**config.mk**
```make
export PLATFORM = sky130hd
export DESIGN_NAME = aabb_slab_reducer
export DESIGN_NICKNAME = d
export VERILOG_FILES = /design/src/rtl/aabb_slab_reducer.sv
export SDC_FILE = /design/constraint.sdc
export NUM_CORES = 1
export LEC_CHECK = 0
export BUFFER_PORTS_ARGS = -buffer_cell sky130_fd_sc_hd__buf_2
export CAP_MARGIN = 20
export CORE_ASPECT_RATIO = 0.7
export CORE_MARGIN = 2
export CORE_UTILIZATION = 25
export DETAILED_ROUTE_END_ITERATION = 16
export PLACE_DENSITY = 0.45
export SYNTH_ARGS = -nofsm -noshare
export SYNTH_HDL_FRONTEND = slang
export SYNTH_SLANG_ARGS = --single-unit
```
**constraint.sdc**
```tcl
create_clock -name clk -period 21.4 [get_ports clk]
set_input_delay 3.21 -clock clk [delete_from_list [all_inputs] [get_ports clk]]
set_output_delay 3.21 -clock clk [all_outputs]
set_load 0.01 [all_outputs]
```
**src/rtl/aabb_slab_reducer.sv**
```systemverilog
// aabb_slab_reducer
//   Reduction stage of the ray/AABB intersection pipeline. Takes the six
//   per-axis slab distances of one ray/box pair (FloPoCo wE=11, wF=19 words)
//   and produces:
//     tmin = max(tnear_x, tnear_y, tnear_z)   (entry distance)
//     tmax = min(tfar_x,  tfar_y,  tfar_z)    (exit distance)
//     hit  = (tmax >= tmin) && (tmax >= 0) && no inf/NaN input
//   Two pipelined greater-or-equal units are reused over three passes
//   (P1, P2, P3). Each pass holds its operands for CMP_LAT cycles.
//
// Ports
//   clk, rst              clock, asynchronous active-high reset
//   in_valid / in_ready   input handshake (see below)
//   tnear_x/y/z           slab entry distances, [width:0] FloPoCo words
//   tfar_x/y/z            slab exit distances,  [width:0] FloPoCo words
//   out_valid             one-cycle pulse, hit/t_enter valid
//   hit                   ray intersects the box
//   t_enter               tmin when hit, otherwise all-zero
//
// Handshake: a pair transfers on a rising edge where in_valid and in_ready
// are both high. in_ready is high only in IDLE; it rises on the same edge
// that raises out_valid, so the next pair can transfer during the out_valid
// cycle. in_valid may be held high; inputs are sampled only on the transfer
// edge. hit and t_enter hold until the next result.
module aabb_slab_reducer #(
  parameter int width   = 32,
  parameter int CMP_LAT = 4
) (
  input  logic           clk,
  input  logic           rst,
  input  logic           in_valid,
  output logic           in_ready,
  input  logic [width:0] tnear_x,
  input  logic [width:0] tnear_y,
  input  logic [width:0] tnear_z,
  input  logic [width:0] tfar_x,
  input  logic [width:0] tfar_y,
  input  logic [width:0] tfar_z,
  output logic           out_valid,
  output logic           hit,
  output logic [width:0] t_enter
);

  localparam int W  = width + 1;
  localparam int CW = (CMP_LAT > 1) ? $clog2(CMP_LAT) : 1;
  localparam logic [CW-1:0] LAST = CW'(CMP_LAT - 1);

  typedef enum logic [1:0] {IDLE, P1, P2, P3} state_t;

  state_t        state_q, state_d;
  logic [CW-1:0] wait_q, wait_d;
  // Operand registers: unit A compares (a0, a1), unit B compares (b0, b1).
  logic [W-1:0]  a0_q, a1_q, b0_q, b1_q;
  logic [W-1:0]  a0_d, a1_d, b0_d, b1_d;
  // z-axis distances are only needed from P2 on.
  logic [W-1:0]  nz_q, fz_q, nz_d, fz_d;
  logic          bad_q, bad_d;
  logic          out_valid_d, hit_d;
  logic [W-1:0]  t_enter_d;

  // x >= y on FloPoCo words. Zeros compare equal regardless of sign.
  // Magnitude key is {exception, exp, frac} with exp/frac cleared for zero
  // and inf, so zero < normal < inf. NaN is unordered (result 0); such a
  // pair is already flagged bad, this only keeps the result deterministic.
  function automatic logic fp_ge(input logic [W-1:0] x, input logic [W-1:0] y);
    logic [1:0]   ex, ey;
    logic         nx, ny;
    logic [W-2:0] mx, my;
    ex = x[width:width-1];
    ey = y[width:width-1];
    nx = x[width-2] & (ex != 2'b00);
    ny = y[width-2] & (ey != 2'b00);
    mx = {ex, (ex == 2'b01) ? x[width-3:0] : {(width-2){1'b0}}};
    my = {ey, (ey == 2'b01) ? y[width-3:0] : {(width-2){1'b0}}};
    if (ex == 2'b11 || ey == 2'b11) return 1'b0;
    if (nx != ny)                   return ny;
    if (nx)                         return mx <= my;
    return mx >= my;
  endfunction

  // Two greater-or-equal units: compare stage plus flag register, CMP_LAT-1
  // flops deep, so the flag is stable before the pass-ending edge.
  logic [CMP_LAT-2:0] pipe_a, pipe_b;
  logic               ge_a, ge_b;

  always_ff @(posedge clk or posedge rst) begin
    if (rst) begin
      pipe_a <= '0;
      pipe_b <= '0;
    end else begin
      pipe_a[0] <= fp_ge(a0_q, a1_q);
      pipe_b[0] <= fp_ge(b0_q, b1_q);
      for (int i = 1; i < CMP_LAT - 1; i++) begin
        pipe_a[i] <= pipe_a[i-1];
        pipe_b[i] <= pipe_b[i-1];
      end
    end
  end

  assign ge_a = pipe_a[CMP_LAT-2];
  assign ge_b = pipe_b[CMP_LAT-2];

  // Same selection in P1 and P2: larger of the near pair (tie -> a0),
  // smaller of the far pair (b0 >= b1 -> b1, tie -> b1).
  logic [W-1:0] near_pick, far_pick;
  assign near_pick = ge_a ? a0_q : a1_q;
  assign far_pick  = ge_b ? b1_q : b0_q;

  assign in_ready = (state_q == IDLE);

  always_comb begin
    state_d     = state_q;
    wait_d      = wait_q;
    a0_d        = a0_q;
    a1_d        = a1_q;
    b0_d        = b0_q;
    b1_d        = b1_q;
    nz_d        = nz_q;
    fz_d        = fz_q;
    bad_d       = bad_q;
    out_valid_d = 1'b0;
    hit_d       = hit;
    t_enter_d   = t_enter;
    case (state_q)
      IDLE: begin
        if (in_valid) begin
          a0_d    = tnear_x;
          a1_d    = tnear_y;
          b0_d    = tfar_x;
          b1_d    = tfar_y;
          nz_d    = tnear_z;
          fz_d    = tfar_z;
          bad_d   = tnear_x[width] | tnear_y[width] | tnear_z[width] |
                    tfar_x[width]  | tfar_y[width]  | tfar_z[width];
          wait_d  = '0;
          state_d = P1;
        end
      end
      P1: begin
        if (wait_q == LAST) begin
          a0_d    = near_pick;
          a1_d    = nz_q;
          b0_d    = far_pick;
          b1_d    = fz_q;
          wait_d  = '0;
          state_d = P2;
        end else begin
          wait_d = wait_q + 1'b1;
        end
      end
      P2: begin
        if (wait_q == LAST) begin
          // A: tmax >= tmin, B: tmax >= +0. a1 keeps tmin for the result.
          a0_d    = far_pick;
          a1_d    = near_pick;
          b0_d    = far_pick;
          b1_d    = '0;
          wait_d  = '0;
          state_d = P3;
        end else begin
          wait_d = wait_q + 1'b1;
        end
      end
      P3: begin
        if (wait_q == LAST) begin
          hit_d       = ge_a & ge_b & ~bad_q;
          t_enter_d   = (ge_a & ge_b & ~bad_q) ? a1_q : '0;
          out_valid_d = 1'b1;
          wait_d      = '0;
          state_d     = IDLE;
        end else begin
          wait_d = wait_q + 1'b1;
        end
      end
      default: begin
        wait_d  = '0;
        state_d = IDLE;
      end
    endcase
  end

  always_ff @(posedge clk or posedge rst) begin
    if (rst) begin
      state_q   <= IDLE;
      wait_q    <= '0;
      a0_q      <= '0;
      a1_q      <= '0;
      b0_q      <= '0;
      b1_q      <= '0;
      nz_q      <= '0;
      fz_q      <= '0;
      bad_q     <= 1'b0;
      out_valid <= 1'b0;
      hit       <= 1'b0;
      t_enter   <= '0;
    end else begin
      state_q   <= state_d;
      wait_q    <= wait_d;
      a0_q      <= a0_d;
      a1_q      <= a1_d;
      b0_q      <= b0_d;
      b1_q      <= b1_d;
      nz_q      <= nz_d;
      fz_q      <= fz_d;
      bad_q     <= bad_d;
      out_valid <= out_valid_d;
      hit       <= hit_d;
      t_enter   <= t_enter_d;
    end
  end

endmodule

```
==> key figures <==
Synth
  – Share of the synthesized netlist area taken by xor and xnor gates: 0%
  – Syn Inst Count: 1,411
  – Syn Nets: 1,681
  – Synthesized-area fraction occupied by ao, oa, aoi and oai cells: 19.7%
  – Cell type with the largest total area after synthesis: sky130_fd_sc_hd__dfrtp_1
  – Proportion of netlist area held by the largest area contributor: 45.0%
  – Area fraction in and, or, nand and nor cells after synthesis: 16.9%
  – Synth Register Bits: 244
  – Number of enable flip-flop cells after synthesis: 0
  – Adder and majority cell fraction of the synthesized area: 6.36%
  – Fraction of registers with async set/reset: 100%
  – Portion of netlist area occupied by mux cells: 8.42%
  – Synthesis warning total: 0
  – Number of library cell types mapped by synthesis: 44
  – Synthesized area per cell: 9.62 sq um
  – Synth top area cells: sky130_fd_sc_hd__dfrtp_1, sky130_fd_sc_hd__mux2_2, sky130_fd_sc_hd__nand2_1
  – Leading cell type by number of instances after synthesis: sky130_fd_sc_hd__nand2_1
  – Cell types with the highest counts after synthesis: sky130_fd_sc_hd__nand2_1, sky130_fd_sc_hd__dfrtp_1, sky130_fd_sc_hd__o21ai_0, sky130_fd_sc_hd__mux2_2, sky130_fd_sc_hd__a21oi_1
  – Part of the Yosys area used for sequential elements: 45.0%
  – Flip-flop cell with the highest count after synthesis: sky130_fd_sc_hd__dfrtp_1
  – Post-Syn Area: 0.0136 sq mm
  – Dominant combinational cell family by area after synthesis: compound AO/OA/AOI/OAI gates

Critical path
  – Top fanout value on the critical path: 8
  – Worst setup SP type: register
  – Critical path buffers and inverters: 2
  – Worst path cell trace: inv_1 > ha_4 > buf_2
  – CP endpoint kind: output port
  – Crit path max-delay cell type: sky130_fd_sc_hd__dfrtp_1
  – Critical Path RT: 18.19 ns
  – Arr. time, crit path: 1.55 ns
  – Crit path kind: reg2out
  – Stage delay of the slowest cell on the critical path: 0.42 ns
  – Cell type group with the largest total delay on the critical path: flip-flops

Placement
  – RePlAce Congestion: 0.865
  – Count of buffers inserted at the top-level ports: 236
  – Cell total after placement: 2,289
  – Half-perimeter wire length after detailed placement: 32,700 microns

GRT
  – Met1 layer usage reported by global route: 25.1%
  – GR Layer Usage met3: 3.52%
  – Global-route wire length before repair: 72,600 microns
  – Pin count of the biggest net entering global routing: 117
  – Overflow after GRT: 0
  – Global-route track usage on met2: 25.0%
  – Via count of the first global-routing pass: 11,600
  – GR Util All Layers: 16.9%
  – Most congested layer reported by global routing: met1
  – Initial antenna violation count: 12

Drt
  – Final routed DRC violation total: 0
  – Routed Wire Length: 47,800 microns
  – Antenna-violating nets left: 0
  – Number of detailed-route iterations in the first pass: 8
  – Average wire length per cell after detail routing: 20.4 microns
  – Initial detailed-routing violation count: 684
  – Routed vias/inst: 4.90
  – Via Count: 11,500

Clock network
  – Sinks on the clock net: 244
  – Clock tree from TritonCTS: built
  – Clock buffers created by TritonCTS: 29
  – Number of setup buffers added after CTS: 0
  – CTS H-tree depth: 1
  – Post-cts hold buffer count: 0
  – Root buffer selected by CTS: sky130_fd_sc_hd__clkbuf_16
  – Clock network latency to the later pin of the worst-skew pair: 0.58 ns
  – Cts repair resizes: 0
  – Buffers from clock root to sink, at most: 3
  – Worst-path clk slew: 0.06 ns

STA
  – Final Critical Period: 4.76 ns
  – Worst Skew: 0.0241 ns
  – RSZ-0062 raised after global routing: no
  – Upper clock frequency limit: 210 MHz
  – Count of final hold-check violations: 0
  – Worst-case hold slack: 0.349 ns
  – Worst slew margin relative to its limit: 36.9%
  – Total Negative Setup Slacks: 0 ns
  – Final period util: 22.3%
  – Total setup violations reported at the end of the flow: 0
  – Pin slew with the least headroom to its limit: 0.937 ns
  – Final max-slew violation count: 0

Power and ir drop
  – Peak supply drop: 0.143 mV
  – Pleak: 7.66 nW
  – Post-layout power: 2.87 mW
  – Areal power density over the cells: 172 mW/mm^2

Layout
  – Proportion of layout cells with a drive suffix above 1: 26.3%
  – Final-stage net count: 1,862
  – Relative area change from synthesis to final layout: 22.5%
  – Number of standard cells in the final layout excluding fillers: 2,347
  – Fin util: 31.0%
  – FF/Latch Area: 0.00611 sq mm
  – Footprint of the multi-input gates: 0.00704 sq mm
  – Filler cell count: 5,628

Floorplanning
  – Top-level port count: 237
  – Std cell rows: 71
  – Core footprint: 0.0537 sq mm
  – Effective utilization at floorplan: 25.3%
  – Horizontal extent of the die: 283 microns
  – Die Height: 199 microns
  – Overall die area: 0.0562 sq mm

Run
  – Number of max-cap violations: 0

Outcome
  – Outcome: complete, no violations

Worst hold path
  – Classification of the worst-slack hold path: reg2reg
## registers in the layout (all words and copies together), names as in the netlist
| name | cells |
|---|---|
| fz_q | 33 |
| b0_q | 33 |
| hit | 1 |
| t_enter | 33 |
| a0_q | 33 |
| out_valid | 1 |
| state_q | 2 |
| pipe_a | 3 |
| a1_q | 33 |
| bad_q | 1 |
| pipe_b | 3 |
| nz_q | 33 |
| b1_q | 33 |
| wait_q | 2 |
## final timing paths
| kind | startpoint | to | slack [ns] | cells past startpoint |
|---|---|---|---|---|
| setup / recovery | state_q[0]$_DFFE_PP0P_ | in_ready | 16.64 | 3 |
| hold / removal | pipe_a[0]$_DFF_PP0_ | pipe_a[1]$_DFF_PP0_ | 0.35 | 0 |
| setup reg to reg | state_q[0]$_DFFE_PP0P_ | a1_q[31]$_DFFE_PP0P_ | 17.96 | 7 |
| hold reg to reg | pipe_a[0]$_DFF_PP0_ | pipe_a[1]$_DFF_PP0_ | 0.35 | 0 |
| max in group asynchronous | rst | pipe_b[2]$_DFF_PP0_ | 17.05 | 3 |
| min in group asynchronous | rst | out_valid$_DFF_PP0_ | 2.79 | 2 |
## cells in the final DEF (no fill, tap or decap), types with 14 or more instances in the layout
cell type	Yosys	routed
sky130_fd_sc_hd__and2_1	61	61
sky130_fd_sc_hd__o21ai_0	134	133
sky130_fd_sc_hd__ha_1	69	67
sky130_fd_sc_hd__nand2_1	250	249
sky130_fd_sc_hd__nand2b_1	27	27
sky130_fd_sc_hd__nand4_1	16	16
sky130_fd_sc_hd__a22o_1	37	37
sky130_fd_sc_hd__dfrtp_1	244	243
sky130_fd_sc_hd__mux2_2	96	96
sky130_fd_sc_hd__and3_1	70	70
sky130_fd_sc_hd__a221oi_1	36	36
sky130_fd_sc_hd__buf_2	17	236
sky130_fd_sc_hd__a221o_1	52	52
sky130_fd_sc_hd__inv_1	15	14
sky130_fd_sc_hd__buf_4	0	18
sky130_fd_sc_hd__a21oi_1	90	90
sky130_fd_sc_hd__clkbuf_16	0	29
## where the power goes
part,switching (mW),total (mW),internal [mW],leakage (nW)
Sequential,0.171,0.840,0.669,3.03
Combinational,0.881,1.47,0.594,4.13
Clock,0.214,0.551,0.337,0.507
## area by class of cell
class | instances | area share, %
Clock inverter | 15 | 1.42
Inverter | 16 | 0.421
Sequential cell | 244 | 36.7
Antenna cell | 3 | 0.0452
Timing Repair Buffer | 259 | 8.67
Multi-Input combinational cell | 1042 | 42.3
Clock buffer | 38 | 4.87
Tap cell | 730 | 5.49
## stage by stage
| step | cell area [sq um] | setup WS (ns) |
|---|---|---|
| floorplan | 13600 | 11.49 |
| global placement | 15400 | 16.13 |
| detailed placement | 15500 | 16.30 |
| CTS | 16600 | 16.61 |
| global route | 16600 | 16.58 |
| finish | 16600 | 16.64 |
## metal layers
| metal | routed length [microns] | share of wire, % |
|---|---|---|
| met5 | 82 | 0.17 |
| met4 | 999 | 2.1 |
| met3 | 3030 | 6.3 |
| met2 | 20200 | 42 |
| met1 | 23500 | 49 |
## cells by family after synthesis
kind of cell    after synthesis
compound gates              402
fa+ha+maj                    69
buf+inv                     125
flops                       244
mux                         102
simple gates                469
## worst register-to-register path, stage by stage (launching register included)
cell	delay (ns)
sky130_fd_sc_hd__dfrtp_1	0.42
sky130_fd_sc_hd__inv_1	0.13
sky130_fd_sc_hd__ha_4	0.65
sky130_fd_sc_hd__buf_4	0.72
sky130_fd_sc_hd__and3_1	0.63
sky130_fd_sc_hd__buf_4	0.44
sky130_fd_sc_hd__a221oi_1	0.17
sky130_fd_sc_hd__o21ai_0	0.20
Note: power is estimated with default switching activity, not from simulation.
